[src/rtl/uart_pkg.sv]
// Shared UART definitions: receiver FSM state encoding, data width and the
// default clock/baud/oversampling constants that are also used by the transmitter.
// The PARITY state is present only when UART_RX_PARITY_EN is defined.
package uart_pkg;

    localparam int DATA_BITS      = 8;
    localparam int CLK_HZ_DEFAULT = 100_000_000;
    localparam int BAUD_DEFAULT   = 9600;
    localparam int OVS_DEFAULT    = 16;

    typedef enum logic [2:0] {
        ST_IDLE   = 3'd0,
        ST_START  = 3'd1,
        ST_DATA   = 3'd2,
`ifdef UART_RX_PARITY_EN
        ST_PARITY = 3'd3,
`endif
        ST_STOP   = 3'd4
    } rx_state_t;

    // Oversampling tick divisor, truncated.
    function automatic int tick_div(input int clk_hz, input int baud, input int ovs);
        return clk_hz / (baud * ovs);
    endfunction

endpackage

[src/rtl/baud_tick_gen.sv]
// Oversampling tick generator: free-running counter that emits a one-cycle
// tick every DIV clocks. clear restarts the count from zero.
// Ports: clk, reset (async, active-low), clear, tick (one-cycle pulse).
module baud_tick_gen #(
    parameter int DIV = 651
) (
    input  logic clk,
    input  logic reset,
    input  logic clear,
    output logic tick
);

    localparam int CW = (DIV > 1) ? $clog2(DIV) : 1;
    localparam logic [CW-1:0] LAST = CW'(DIV - 1);

    logic [CW-1:0] cnt;

    always_ff @(posedge clk or negedge reset) begin
        if (!reset) begin
            cnt <= '0;
        end else if (clear || cnt == LAST) begin
            cnt <= '0;
        end else begin
            cnt <= cnt + 1'b1;
        end
    end

    assign tick = (cnt == LAST) && !clear;

endmodule

[src/rtl/uart_rx.sv]
// UART receiver, 8N1 (8E1 when UART_RX_PARITY_EN is defined), LSB first.
// Ports:
//   clk        system clock
//   reset      async active-low reset
//   rx         async serial line, idle high
//   rx_data    last good byte, held until the next good frame
//   rx_done    one-cycle pulse when rx_data updates
//   frame_err  one-cycle pulse when the stop bit samples low
//   parity_err one-cycle pulse on parity mismatch (UART_RX_PARITY_EN only)
//   rx_busy    high whenever the FSM is not idle
//
// state   | meaning
// IDLE    | waiting for a synchronized falling edge on rx
// START   | half a bit in, confirm the start bit is still low
// DATA    | sample 8 data bits at bit centre, LSB first
// PARITY  | sample even-parity bit (UART_RX_PARITY_EN only)
// STOP    | sample stop bit, report byte or framing error
module uart_rx
    import uart_pkg::*;
#(
    parameter int CLK_HZ = CLK_HZ_DEFAULT,
    parameter int BAUD   = BAUD_DEFAULT,
    parameter int OVS    = OVS_DEFAULT
) (
    input  logic                 clk,
    input  logic                 reset,
    input  logic                 rx,
    output logic [DATA_BITS-1:0] rx_data,
    output logic                 rx_done,
    output logic                 frame_err,
`ifdef UART_RX_PARITY_EN
    output logic                 parity_err,
`endif
    output logic                 rx_busy
);

    localparam int DIV = tick_div(CLK_HZ, BAUD, OVS);
    localparam int TW  = $clog2(OVS + 1);
    localparam int BW  = $clog2(DATA_BITS);
    localparam logic [TW-1:0] FULL_LAST = TW'(OVS - 1);
    localparam logic [TW-1:0] HALF_LAST = TW'(OVS / 2 - 1);

    rx_state_t            state;
    logic                 rx_meta, rx_sync, rx_prev;
    logic [2:0]           sync_vld;
    logic [TW-1:0]        tick_cnt;
    logic [BW-1:0]        bit_cnt;
    logic [DATA_BITS-1:0] shift;
    logic                 tick;
    logic                 start_edge;
    logic                 last_tick;
`ifdef UART_RX_PARITY_EN
    logic                 par_bad;
`endif

    // sync_vld tracks how far real line data has propagated since reset, so the
    // reset value of the flops is never mistaken for a high-to-low transition
    // when reset releases while the line is low.
    always_ff @(posedge clk or negedge reset) begin
        if (!reset) begin
            rx_meta  <= 1'b1;
            rx_sync  <= 1'b1;
            rx_prev  <= 1'b1;
            sync_vld <= '0;
        end else begin
            rx_meta  <= rx;
            rx_sync  <= rx_meta;
            rx_prev  <= rx_sync;
            sync_vld <= {sync_vld[1:0], 1'b1};
        end
    end

    assign start_edge = (state == ST_IDLE) && sync_vld[2] && rx_prev && !rx_sync;
    assign last_tick  = (tick_cnt == ((state == ST_START) ? HALF_LAST : FULL_LAST));
    assign rx_busy    = (state != ST_IDLE);

    baud_tick_gen #(.DIV(DIV)) u_tick (
        .clk   (clk),
        .reset (reset),
        .clear (start_edge),
        .tick  (tick)
    );

    always_ff @(posedge clk or negedge reset) begin
        if (!reset) begin
            state      <= ST_IDLE;
            tick_cnt   <= '0;
            bit_cnt    <= '0;
            shift      <= '0;
            rx_data    <= '0;
            rx_done    <= 1'b0;
            frame_err  <= 1'b0;
`ifdef UART_RX_PARITY_EN
            par_bad    <= 1'b0;
            parity_err <= 1'b0;
`endif
        end else begin
            rx_done    <= 1'b0;
            frame_err  <= 1'b0;
`ifdef UART_RX_PARITY_EN
            parity_err <= 1'b0;
`endif
            if (state == ST_IDLE) begin
                if (start_edge) begin
                    state    <= ST_START;
                    tick_cnt <= '0;
                    bit_cnt  <= '0;
                end
            end else if (tick) begin
                if (!last_tick) begin
                    tick_cnt <= tick_cnt + 1'b1;
                end else begin
                    tick_cnt <= '0;
                    case (state)
                        ST_START: state <= rx_sync ? ST_IDLE : ST_DATA;
                        ST_DATA: begin
                            shift   <= {rx_sync, shift[DATA_BITS-1:1]};
                            bit_cnt <= bit_cnt + 1'b1;
                            if (bit_cnt == BW'(DATA_BITS - 1)) begin
`ifdef UART_RX_PARITY_EN
                                state <= ST_PARITY;
`else
                                state <= ST_STOP;
`endif
                            end
                        end
`ifdef UART_RX_PARITY_EN
                        ST_PARITY: begin
                            // even parity: data plus parity bit has an even number of ones
                            par_bad <= rx_sync ^ (^shift);
                            state   <= ST_STOP;
                        end
`endif
                        ST_STOP: begin
                            if (!rx_sync) begin
                                frame_err <= 1'b1;
`ifdef UART_RX_PARITY_EN
                            end else if (par_bad) begin
                                parity_err <= 1'b1;
`endif
                            end else begin
                                rx_data <= shift;
                                rx_done <= 1'b1;
                            end
                            state <= ST_IDLE;
                        end
                        default: state <= ST_IDLE;
                    endcase
                end
            end
        end
    end

endmodule
[config.mk]
export PLATFORM = sky130hd
export DESIGN_NAME = uart_rx
export DESIGN_NICKNAME = d
export VERILOG_FILES = /design/src/rtl/uart_pkg.sv /design/src/rtl/baud_tick_gen.sv /design/src/rtl/uart_rx.sv
export SDC_FILE = /design/constraint.sdc
export NUM_CORES = 1
export LEC_CHECK = 0
export ABC_AREA = 0
export CAP_MARGIN = 5
export CORE_MARGIN = 3
export CORE_UTILIZATION = 55
export CTS_CLUSTER_SIZE = 40
export DETAILED_ROUTE_END_ITERATION = 12
export GPL_TIMING_DRIVEN = 0
export PLACE_DENSITY = 0.75
export SYNTH_ARGS = -nofsm -noshare
export SYNTH_HDL_FRONTEND = slang
export SYNTH_SLANG_ARGS = --single-unit
[constraint.sdc]
create_clock -name clk -period 5.25 [get_ports clk]
set_input_delay 0.7875 -clock clk [delete_from_list [all_inputs] [get_ports clk]]
set_output_delay 0.7875 -clock clk [all_outputs]
set_load 0.03 [all_outputs]
==> results by group <==
Die
  • I/O Pins: 14
  • CORE AREA: between 0.003 and 0.004 mm^2
  • Initial Utilization: 59.1%
  • Overall die height: 67.0 um
  • Die extent in x: about 67 um
  • Die area: roughly 0.0045 mm^2
  • Rows: 21

Power and ir drop
  • Sequential Power Share: a little under three fifths
  • Internal power: 522 uW
  • Sw power: ~200 uW
  • Leakage: roughly 0.0011 uW
  • Peak VDD IR: 0.000278 V
  • Sw Share: between 20 and 30%
  • Clock power share: 30.5%
  • Comb pwr share: 13.9%
  • Pwr Density: about 310 mW/mm^2

Placed design
  • Placed Cells: between 200 and 250
  • DP HPWL: 2650 um
  • PortBufs: 13
  • Final GP Congestion: around 0.85

Timing
  • Setup violators final: 0
  • Period minus WS final: around 2.7 ns
  • Max-slew violations: 0
  • RSZ-0062 raised after global routing: no
  • Max transition margin: a little over three fifths
  • Max Freq: approximately 370 MHz
  • Slew @ Worst Pin: between 0.5 and 0.6 ns
  • Setup TNS Final: 0 ns
  • Fin crit share: about half
  • Final hold vios: 0
  • Clock skew: 0.00828 ns

Logic synthesis
  • Synth Cell Area: ~0.002 mm^2
  • Async SR Flop Fraction: 100%
  • Syn. warnings: 0
  • Register area share after synthesis: a little under three fifths
  • Distinct cells, synth: 39
  • Syn nets: roughly 190
  • Seq cells post-synth: 45
  • Post-synth EDFFs: 0
  • Synth Flop Type: dfrtp_1
  • Post-Syn Instances: around 180
  • Syn_area_per_cell: 11.5 um^2

Worst setup path
  • CP required: roughly 4.5 ns
  • Flop2flop setup slack: about 3.0 ns
  • Reg2reg end: shift[4]
  • Critical path type: register to output pin
  • R2R Path Start: tick_cnt[0]
  • Critical path peak fanout: 9
  • Arrival @ worst endpoint: between 1.5 and 2 ns
  • Startpoint Class: register
  • CP Capture Type: output pin
  • Reg2reg path depth: 7

Global route
  • First-pass GRT wire length: 6400 um
  • Largest net degree at the start of global routing: 27
  • Initial antenna violation count: 0
  • GRT Overall Usage: about a fifth
  • Remaining global-route overflow: 0
  • Vias in the first global route: 1452

Routing
  • First drt pass iteration count: 4
  • DRC viols: 0
  • Routed via count: ~1400
  • Drt total wl: between 3000 and 4000 um
  • Starting DRT DRC Count: between 80 and 90
  • Vias per cell: 5.66
  • WL/cell: between 10 and 15 um
  • Antenna viol nets, final: 0

Clock tree
  • # resized after CTS: 0
  • Total CTS buffers: 5
  • # clock sinks: 45
  • Clk slew on worst S/H paths: about 0.08 ns
  • CTS tree: built
  • Root Driver: clkbuf_8
  • Htree depth: 2
  • Worst-case clock buffer depth: 2
  • # Post-CTS Setup Buffers: 0
  • Post-cts hold buffer count: 0
  • Clock Latency Late Sink: approximately 0.30 ns

Min path
  • Hold Path Stages: 0
  • HP Class: register to register
  • Hold Path Origin: rx_meta
  • WHS Endpoint: rx_sync

Layout
  • Commonest non-fill, non-tap cells in the layout: 42 x dfrtp_1, 21 x nor2_1, 18 x mux2_2, 13 x nand3_1, 12 x clkdlybuf4s50_1
  • Antenna Cells: 0
  • Commonest non-fill, non-tap cell in the layout: dfrtp_1
  • Nets: 207
  • Synthesis-to-layout area growth: 15.0%
  • Finished Layout Cells: around 250
  • Share of layout cells above drive strength 1: between 20% and 30%

Run
  • Max-cap check violation count: 0

Run status
  • Run status: complete, no violations
[worst max-delay path, cell delays in order (launching register included)]
cell and delay (ns):
dfrtp_1 0.38, buf_6 0.14, or3_1 0.36, buf_2 0.15
clkdlybuf4s50_1 0.59
[cell families after synthesis]
kind of cell / Yosys count / share of synthesized area, %
simple gates: 70 / 18.3
compound gates: 14 / 4.33
mux: 21 / 11.4
buf+inv: 12 / 3.42
flops: 45 / 55.1
fa+ha+maj: 5 / 3.05
other cells: 1 / 0.183
xor+xnor: 10 / 4.27
[cells in the mapped netlist, types with 2 or more instances]
cell | n | area (um^2)
buf_2 | 2 | 10.0
or3_1 | 3 | 18.8
and3_1 | 2 | 12.5
nor2_1 | 21 | 78.8
a21oi_1 | 2 | 10.0
ha_1 | 5 | 62.6
inv_1 | 5 | 18.8
xnor2_1 | 7 | 61.3
nor3_1 | 5 | 25.0
o211ai_1 | 2 | 15.0
dfstp_2 | 3 | 78.8
clkbuf_1 | 2 | 7.51
mux2_2 | 18 | 203
dfrtp_1 | 42 | 1050
nand4_1 | 3 | 18.8
nand2_1 | 11 | 41.3
o21ai_0 | 5 | 25.0
buf_6 | 3 | 33.8
mux2i_1 | 3 | 30.0
xor2_1 | 3 | 26.3
nand3_1 | 13 | 65.1
[through the flow]
step	util [%]	setup slack, ns	hold WS (ns)	power, uW	area [um^2]
floorplan	-	3.16	0.331	472	2050
global placement	64.5	2.30	0.333	498	2240
finish	67.9	2.54	0.357	721	2360
CTS	67.9	2.52	0.359	733	2360
global route	67.9	2.46	0.367	762	2360
detailed placement	65.2	2.86	0.343	508	2260
[metal layers]
metal  global-route usage, %  wire length, um
met5                       0                0
met4                    8.35               67
met3                    4.05              107
met2                    33.6             1860
met1                    22.7             1590
[worst max-delay path by stage]
| stage | slack, ns | endpoint | depth (start not counted) | start |
|---|---|---|---|---|
| floorplan | 3.16 | state[2] | 7 | state[1] |
| CTS | 2.52 | rx_busy | 4 | state[1] |
| finish | 2.54 | rx_busy | 4 | state[1] |
| global route | 2.46 | rx_busy | 4 | state[1] |
| global placement | 2.30 | rx_data[4] | 1 | reset |
| detailed placement | 2.86 | rx_busy | 4 | state[1] |
[cell type report]
cell class,count,area [um^2]
buffer,7,51.3
clock buffer,6,82.6
clock inverter,2,13.8
fill,278,1110
inverter,5,18.8
multi-input combinational,121,850
sequential,45,1130
tap,46,57.6
timing repair buffer,14,153
[flip-flops by register name, summed over array words and instances, names as in the netlist]
name / cells
sync_vld: 3
rx_data: 8
frame_err: 1
shift: 8
rx_prev: 1
state: 3
tick_cnt: 5
rx_done: 1
rx_sync: 1
rx_meta: 1
u_tick.cnt: 10
bit_cnt: 3
[power groups by stage]
stage | clock network [uW] | registers, uW | logic [uW]
floorplan | 0 | 401 | 70.8
global placement | 0 | 406 | 92.2
detailed placement | 0 | 408 | 100
CTS | 230 | 401 | 102
global route | 242 | 406 | 115
finish | 220 | 401 | 100
(Power assumes the default switching activity.)
